===== config.mk =====
export PLATFORM = sky130hd
export DESIGN_NAME = maquina_cafe_multi
export DESIGN_NICKNAME = d
export VERILOG_FILES = /design/src/rtl/maquina_pkg.sv /design/src/rtl/maquina_cafe_multi_stage_timer.sv /design/src/rtl/maquina_cafe_multi.sv
export SDC_FILE = /design/constraint.sdc
export NUM_CORES = 1
export LEC_CHECK = 0
export CAP_MARGIN = 20
export CELL_PAD_IN_SITES_DETAIL_PLACEMENT = 2
export CELL_PAD_IN_SITES_GLOBAL_PLACEMENT = 2
export CORE_MARGIN = 5
export CORE_UTILIZATION = 28
export CTS_CLUSTER_SIZE = 12
export DETAILED_ROUTE_END_ITERATION = 16
export GPL_TIMING_DRIVEN = 0
export PLACE_DENSITY_LB_ADDON = 0.1
export SYNTH_ARGS = -nofsm -noshare
export SYNTH_HDL_FRONTEND = slang
export SYNTH_SLANG_ARGS = --single-unit

===== constraint.sdc =====
create_clock -name clk -period 1.68 [get_ports clk]
set_input_delay 0.168 -clock clk [delete_from_list [all_inputs] [get_ports clk]]
set_output_delay 0.168 -clock clk [all_outputs]
set_load 0.02 [all_outputs]

===== src/rtl/maquina_pkg.sv =====
// rtl/maquina_pkg.sv - shared state codes and width helper for the multi-cup coffee machine
//   Purpose: 4-bit state encodings consumed by the FSM and the display/LED decoder,
//            plus a width helper used to size the level, cup and timer registers.
//   Ports:   none (package).
package maquina_pkg;

  localparam logic [3:0] ST_IDLE     = 4'd1;
  localparam logic [3:0] ST_LIGAR    = 4'd2;
  localparam logic [3:0] ST_VERIF    = 4'd3;
  localparam logic [3:0] ST_ENCHER   = 4'd4;
  localparam logic [3:0] ST_MOER     = 4'd5;
  localparam logic [3:0] ST_COLOCAR  = 4'd6;
  localparam logic [3:0] ST_AGITADOR = 4'd7;
  localparam logic [3:0] ST_TAMPEAR  = 4'd8;
  localparam logic [3:0] ST_EXTRACAO = 4'd9;

  // Bits needed to hold every value in 0..max_val (at least 1).
  function automatic int width_for(input int max_val);
    int w;
    w = 1;
    for (int i = 1; i < 31; i++) begin
      if ((1 << i) <= max_val) w = i + 1;
    end
    return w;
  endfunction

endpackage


===== src/rtl/maquina_cafe_multi_stage_timer.sv =====
// rtl/maquina_cafe_multi_stage_timer.sv - loadable down-counter for per-stage dwell time
//   Purpose: holds the remaining dwell cycles of the current brewing stage.
//   Ports:   clk, rst (async, active-high), load, load_value [W-1:0] in;
//            expired out (high while the count is zero).
module stage_timer #(
  parameter int W = 1
) (
  input  logic         clk,
  input  logic         rst,
  input  logic         load,
  input  logic [W-1:0] load_value,
  output logic         expired
);

  logic [W-1:0] count_q;

  always_ff @(posedge clk or posedge rst) begin
    if (rst) begin
      count_q <= '0;
    end else if (load) begin
      count_q <= load_value;
    end else if (count_q != '0) begin
      count_q <= count_q - W'(1);
    end
  end

  assign expired = (count_q == '0);

endmodule


===== src/rtl/maquina_cafe_multi.sv =====
// rtl/maquina_cafe_multi.sv - multi-cup coffee machine FSM with water reservoir and abort
//   Purpose: brews 1..MAX_CUPS cups per request, refilling the reservoir as needed.
//   Ports:   clk, rst (async, active-high), start, cups [CW-1:0], abort in;
//            state [3:0], busy, cups_left [CW-1:0], water_level [LW-1:0],
//            done, aborted out.
module maquina_cafe_multi
  import maquina_pkg::*;
#(
  parameter  int WATER_CAP      = 4,
  parameter  int WATER_PER_CUP  = 1,
  parameter  int FILL_RATE      = 4,
  parameter  int GRIND_CYCLES   = 1,
  parameter  int EXTRACT_CYCLES = 1,
  parameter  int MAX_CUPS       = 4,
  localparam int CW             = width_for(MAX_CUPS),
  localparam int LW             = width_for(WATER_CAP)
) (
  input  logic          clk,
  input  logic          rst,
  input  logic          start,
  input  logic [CW-1:0] cups,
  input  logic          abort,
  output logic [3:0]    state,
  output logic          busy,
  output logic [CW-1:0] cups_left,
  output logic [LW-1:0] water_level,
  output logic          done,
  output logic          aborted
);

  localparam int MAX_DWELL = (GRIND_CYCLES > EXTRACT_CYCLES) ? GRIND_CYCLES : EXTRACT_CYCLES;
  localparam int TW        = width_for(MAX_DWELL);
  // A fill step larger than the tank behaves like a full refill; clamping keeps the adder narrow.
  localparam int FILL_EFF  = (FILL_RATE > WATER_CAP) ? WATER_CAP : FILL_RATE;

  localparam logic [LW-1:0] CAP     = LW'(WATER_CAP);
  localparam logic [LW-1:0] PER_CUP = LW'(WATER_PER_CUP);
  localparam logic [LW:0]   FILL    = (LW + 1)'(FILL_EFF);
  localparam logic [CW-1:0] MAX_C   = CW'(MAX_CUPS);

  logic [3:0]    state_q, state_d;
  logic [CW-1:0] cups_left_q;
  logic [LW-1:0] level_q;
  logic          done_q, aborted_q;
  logic          expired;
  logic          timer_load;
  logic [TW-1:0] timer_value;
  logic [LW:0]   fill_sum;
  logic [LW-1:0] level_fill;
  logic [CW-1:0] cups_clamped;
  logic          abort_hit;

  function automatic logic [TW-1:0] dwell_of(input logic [3:0] st);
    case (st)
      ST_MOER:     return TW'(GRIND_CYCLES - 1);
      ST_EXTRACAO: return TW'(EXTRACT_CYCLES - 1);
      default:     return '0;
    endcase
  endfunction

  assign fill_sum     = {1'b0, level_q} + FILL;
  assign level_fill   = (fill_sum >= {1'b0, CAP}) ? CAP : fill_sum[LW-1:0];
  assign cups_clamped = (cups > MAX_C) ? MAX_C : cups;
  assign abort_hit    = abort && (state_q != ST_IDLE);

  // Every state change reloads the dwell timer for the stage being entered.
  assign timer_load  = (state_d != state_q);
  assign timer_value = dwell_of(state_d);

  stage_timer #(.W(TW)) u_timer (
    .clk        (clk),
    .rst        (rst),
    .load       (timer_load),
    .load_value (timer_value),
    .expired    (expired)
  );

  // State register
  always_ff @(posedge clk or posedge rst) begin
    if (rst) state_q <= ST_IDLE;
    else     state_q <= state_d;
  end

  // Next-state logic
  always_comb begin
    state_d = state_q;
    case (state_q)
      ST_IDLE:      if (start && (cups != '0)) state_d = ST_LIGAR;
      ST_LIGAR:     state_d = ST_VERIF;
      ST_VERIF:     state_d = (level_q >= PER_CUP) ? ST_MOER : ST_ENCHER;
      ST_ENCHER:    if (level_fill == CAP) state_d = ST_VERIF;
      ST_MOER:      if (expired) state_d = ST_COLOCAR;
      ST_COLOCAR:   state_d = ST_AGITADOR;
      ST_AGITADOR:  state_d = ST_TAMPEAR;
      ST_TAMPEAR:   state_d = ST_EXTRACAO;
      // Later cups skip LIGAR: the machine is already on.
      ST_EXTRACAO:  if (expired) state_d = (cups_left_q > CW'(1)) ? ST_VERIF : ST_IDLE;
      default:      state_d = ST_IDLE;
    endcase
    if (abort_hit) state_d = ST_IDLE;
  end

  // Datapath registers: reservoir level, cup counter and handshake pulses
  always_ff @(posedge clk or posedge rst) begin
    if (rst) begin
      level_q     <= '0;
      cups_left_q <= '0;
      done_q      <= 1'b0;
      aborted_q   <= 1'b0;
    end else begin
      done_q    <= 1'b0;
      aborted_q <= 1'b0;
      if (abort_hit) begin
        // Level is left as is: the aborted cup is neither consumed nor refunded.
        cups_left_q <= '0;
        aborted_q   <= 1'b1;
      end else begin
        case (state_q)
          ST_IDLE:     if (start && (cups != '0)) cups_left_q <= cups_clamped;
          ST_ENCHER:   level_q <= level_fill;
          ST_EXTRACAO: begin
            if (expired) begin
              level_q <= level_q - PER_CUP;
              if (cups_left_q > CW'(1)) begin
                cups_left_q <= cups_left_q - CW'(1);
              end else begin
                cups_left_q <= '0;
                done_q      <= 1'b1;
              end
            end
          end
          ST_LIGAR, ST_VERIF, ST_MOER, ST_COLOCAR, ST_AGITADOR, ST_TAMPEAR: ;
          default:     cups_left_q <= '0;
        endcase
      end
    end
  end

  // Output decode
  always_comb begin
    busy = (state_q != ST_IDLE);
  end

  assign state       = state_q;
  assign cups_left   = cups_left_q;
  assign water_level = level_q;
  assign done        = done_q;
  assign aborted     = aborted_q;

endmodule


==> results.json <==
{
  "coreArea_mm2": 0.00278,
  "busiest_layer": "met2",
  "crit_slowest_cell": "dfstp_2",
  "end_kind": "output pin",
  "worstSetupPathType": "reg2out",
  "cts.clk_slew.worst_paths_ns": 0.08,
  "vias": 769,
  "grt_first_pass_wirelength_um": 4130,
  "worstPathRequired_ns": 1.51,
  "p_leak_uw": 0.000456,
  "clock-root-buffer": "clkbuf_4",
  "dieWidth_um": 64.0,
  "synth_area_um2": 816,
  "start_util": 0.293,
  "worstPathArrival_ns": 1.48,
  "die_area_mm2": 0.00409,
  "ant_nets": 0,
  "insertedDiodeCount": 0,
  "r2r_slack_ns": 0.05,
  "synth_commonest_cells": "dfrtp_1 (11), inv_1 (7), a21oi_1 (6)",
  "antenna_found_initial": 0,
  "synth.net_count": 99,
  "yosysTopAreaCell": "dfrtp_1",
  "io-pin-count": 20,
  "finalWeightedCongestion": 0.692,
  "grt_pass1_vias": 861,
  "wire_per_inst_um": 17.0,
  "synthDistinctLibCells": 40,
  "relSlewSlack": 0.676,
  "finalMaxSlewViolations": 0,
  "rows": 19,
  "rr_endpoint": "cups_left[0]",
  "use_met1": 0.147,
  "fin_crit_sh": 0.982,
  "cp_num_cells": 2,
  "met3_usage": 0.0175,
  "peakVddDrop_uv": 684,
  "r2r_start": "state[0]",
  "period_needed_ns": 1.65,
  "synth_edf_count": 0,
  "hold_violations": 0,
  "cts.path.max_buffers": 2,
  "nNetsFinal": 124,
  "layout.cells.non_filler": 143,
  "ys_warn_count": 0,
  "tightest_slew_ns": 0.486,
  "synth_top_cell_area_share": 0.337,
  "yosysMostFrequentCell": "dfrtp_1",
  "grt_usage": 0.131,
  "ys_ff_latch": 12,
  "ys.flop_type": "dfrtp_1",
  "powerDensity_mw_per_mm2": 1620,
  "cts_tree": "built",
  "worstSetupEndpoint": "busy",
  "crit_family": "flip-flops",
  "wirelength_um": 2430,
  "crit_fanout": 4,
  "drv_cap": 0,
  "synthToLayoutAreaGrowth_pct": 32.7,
  "insertion_delay_ns": 0.28,
  "cts.sinks": 12,
  "synth_area_leaders": "dfrtp_1 (34%), ha_1 (6.1%), a21oi_1 (3.7%)",
  "critPathMaxStageDelay_ns": 0.55,
  "grt.met2_usage": 0.232,
  "numCtsBuffers": 3,
  "max_freq_ghz": 0.606,
  "hold_path.class": "in2async",
  "first_pass_iters": 2,
  "port_buffers": 19,
  "drt_iter0_drc": 12,
  "crit_buf_inv": 1,
  "rr_worst_depth": 5,
  "htreeDepth": 1,
  "drc": 0,
  "postSynthCellCount": 88,
  "grt_max_degree": 13,
  "critical_path.cell_chain": "or4b_4 -> buf_6",
  "critPathLaunchType": "register",
  "tns_ns": 0,
  "crit_path_start": "state[0]",
  "ys_seq_area_frac": 0.370,
  "viasPerCell": 5.38,
  "synthArstFlopShare": 1.00,
  "synth.avg_cell_area_um2": 9.27,
  "place_inst": 138,
  "final_layout_size_suffix_gt1_frac": 0.161,
  "dp_hpwl_um": 1850,
  "rsz0062_at_grt": "true",
  "setup_viol": 0,
  "final.setup_skew_ns": 0.00152,
  "status": "completed",
  "gr-total-overflow": 0,
  "die_y_um": 64.0
}
[layer usage]
| layer | part of all wire | vias up |
|---|---|---|
| met1 | 0.42 | 384 |
| met5 | 0 | - |
| li1 | - | 365 |
| met2 | 0.53 | 15 |
| met3 | 0.030 | 5 |
| met4 | 0.028 | 0 |
[repair_timing]
item / 4_1_cts / 5_1_grt
pin swaps: 0 / 1
hold buffers: 0 / 0
buffers inserted: 1 / 1
setup endpoints to repair: 1 / 4
gates resized for setup: 5 / 4
[kinds of logic after synthesis]
| logic type | share of synthesized area |
|---|---|
| AND/OR/NAND/NOR | 0.232 |
| flip-flops | 0.370 |
| buffers and inverters | 0.0736 |
| multiplexers | 0.0123 |
| XOR/XNOR | 0.0107 |
| adder cells (fa/ha/maj) | 0.0614 |
| AO/OA/AOI/OAI | 0.241 |
[sequential cells by signal, summed over array words and instances, names as in the netlist]
| signal | flops |
|---|---|
| cups_left | 3 |
| water_level | 3 |
| done | 1 |
| state | 4 |
| aborted | 1 |
[worst reg2reg max path: cells and delay by family (launching register included)]
kind,cells,cell delay (ns)
AO/OA/AOI/OAI,2,0.22
buffers and inverters,1,0.20
flip-flops,1,0.55
AND/OR/NAND/NOR,2,0.59
[where the power goes]
| group | leakage [uW] | internal, uW | switching, uW |
|---|---|---|---|
| Clock | 0.0000150 | 92.2 | 104 |
| Combinational | 0.000283 | 490 | 598 |
| Sequential | 0.000158 | 386 | 87.7 |
[layout by cell type, fill, tap and decap left out, drive strengths merged]
master,count
and2,1
clkbuf,7
o31ai,1
a221o,1
o21ba,1
o22a,1
nor2,7
and4b,1
and3b,1
and4bb,1
buf,5
o22ai,4
nor3b,1
xor2,1
nand2,4
o31a,1
a22oi,1
nand2b,1
clkdlybuf4s50,18
o21ai,7
ha,4
a21oi,6
nor2b,1
a31oi,1
dfrtp,11
a21o,2
inv,7
mux2i,1
nand3,3
a2bb2oi,2
dfstp,1
nor3,4
o21bai,1
or3b,1
or4b,2
[through the flow]
step	cell area [um^2]	power (uW)	hold slack, ns	util	worst slack (ns)
3_3_place_gp	1040	1520	0.517	0.376	-0.179
6_report	1080	1760	0.206	0.389	0.0304
2_1_floorplan	816	1150	0.0320	-	0.131
3_5_place_dp	1040	1560	0.506	0.376	-0.199
4_1_cts	1070	1760	0.218	0.383	0.00351
5_1_grt	1080	1890	0.262	0.389	-0.0172
[worst min-delay path by stage]
stage / endpoint / cells after the start / slack (ns)
2_1_floorplan: aborted / 1 / 0.03
3_5_place_dp: done / 1 / 0.51
3_3_place_gp: water_level[0] / 2 / 0.52
6_report: water_level[0] / 2 / 0.21
5_1_grt: water_level[0] / 2 / 0.26
4_1_cts: water_level[0] / 2 / 0.22
[layout make-up]
class | instances | area, um^2
plain buffers | 5 | 25.0
multi-input cells | 63 | 458
fillers | 321 | 1700
repair buffers | 21 | 206
flip-flops and latches | 12 | 302
well taps | 31 | 38.8
inverters | 7 | 26.3
clock buffers | 4 | 26.3
No activity file was read; power rests on OpenSTA's default activity.
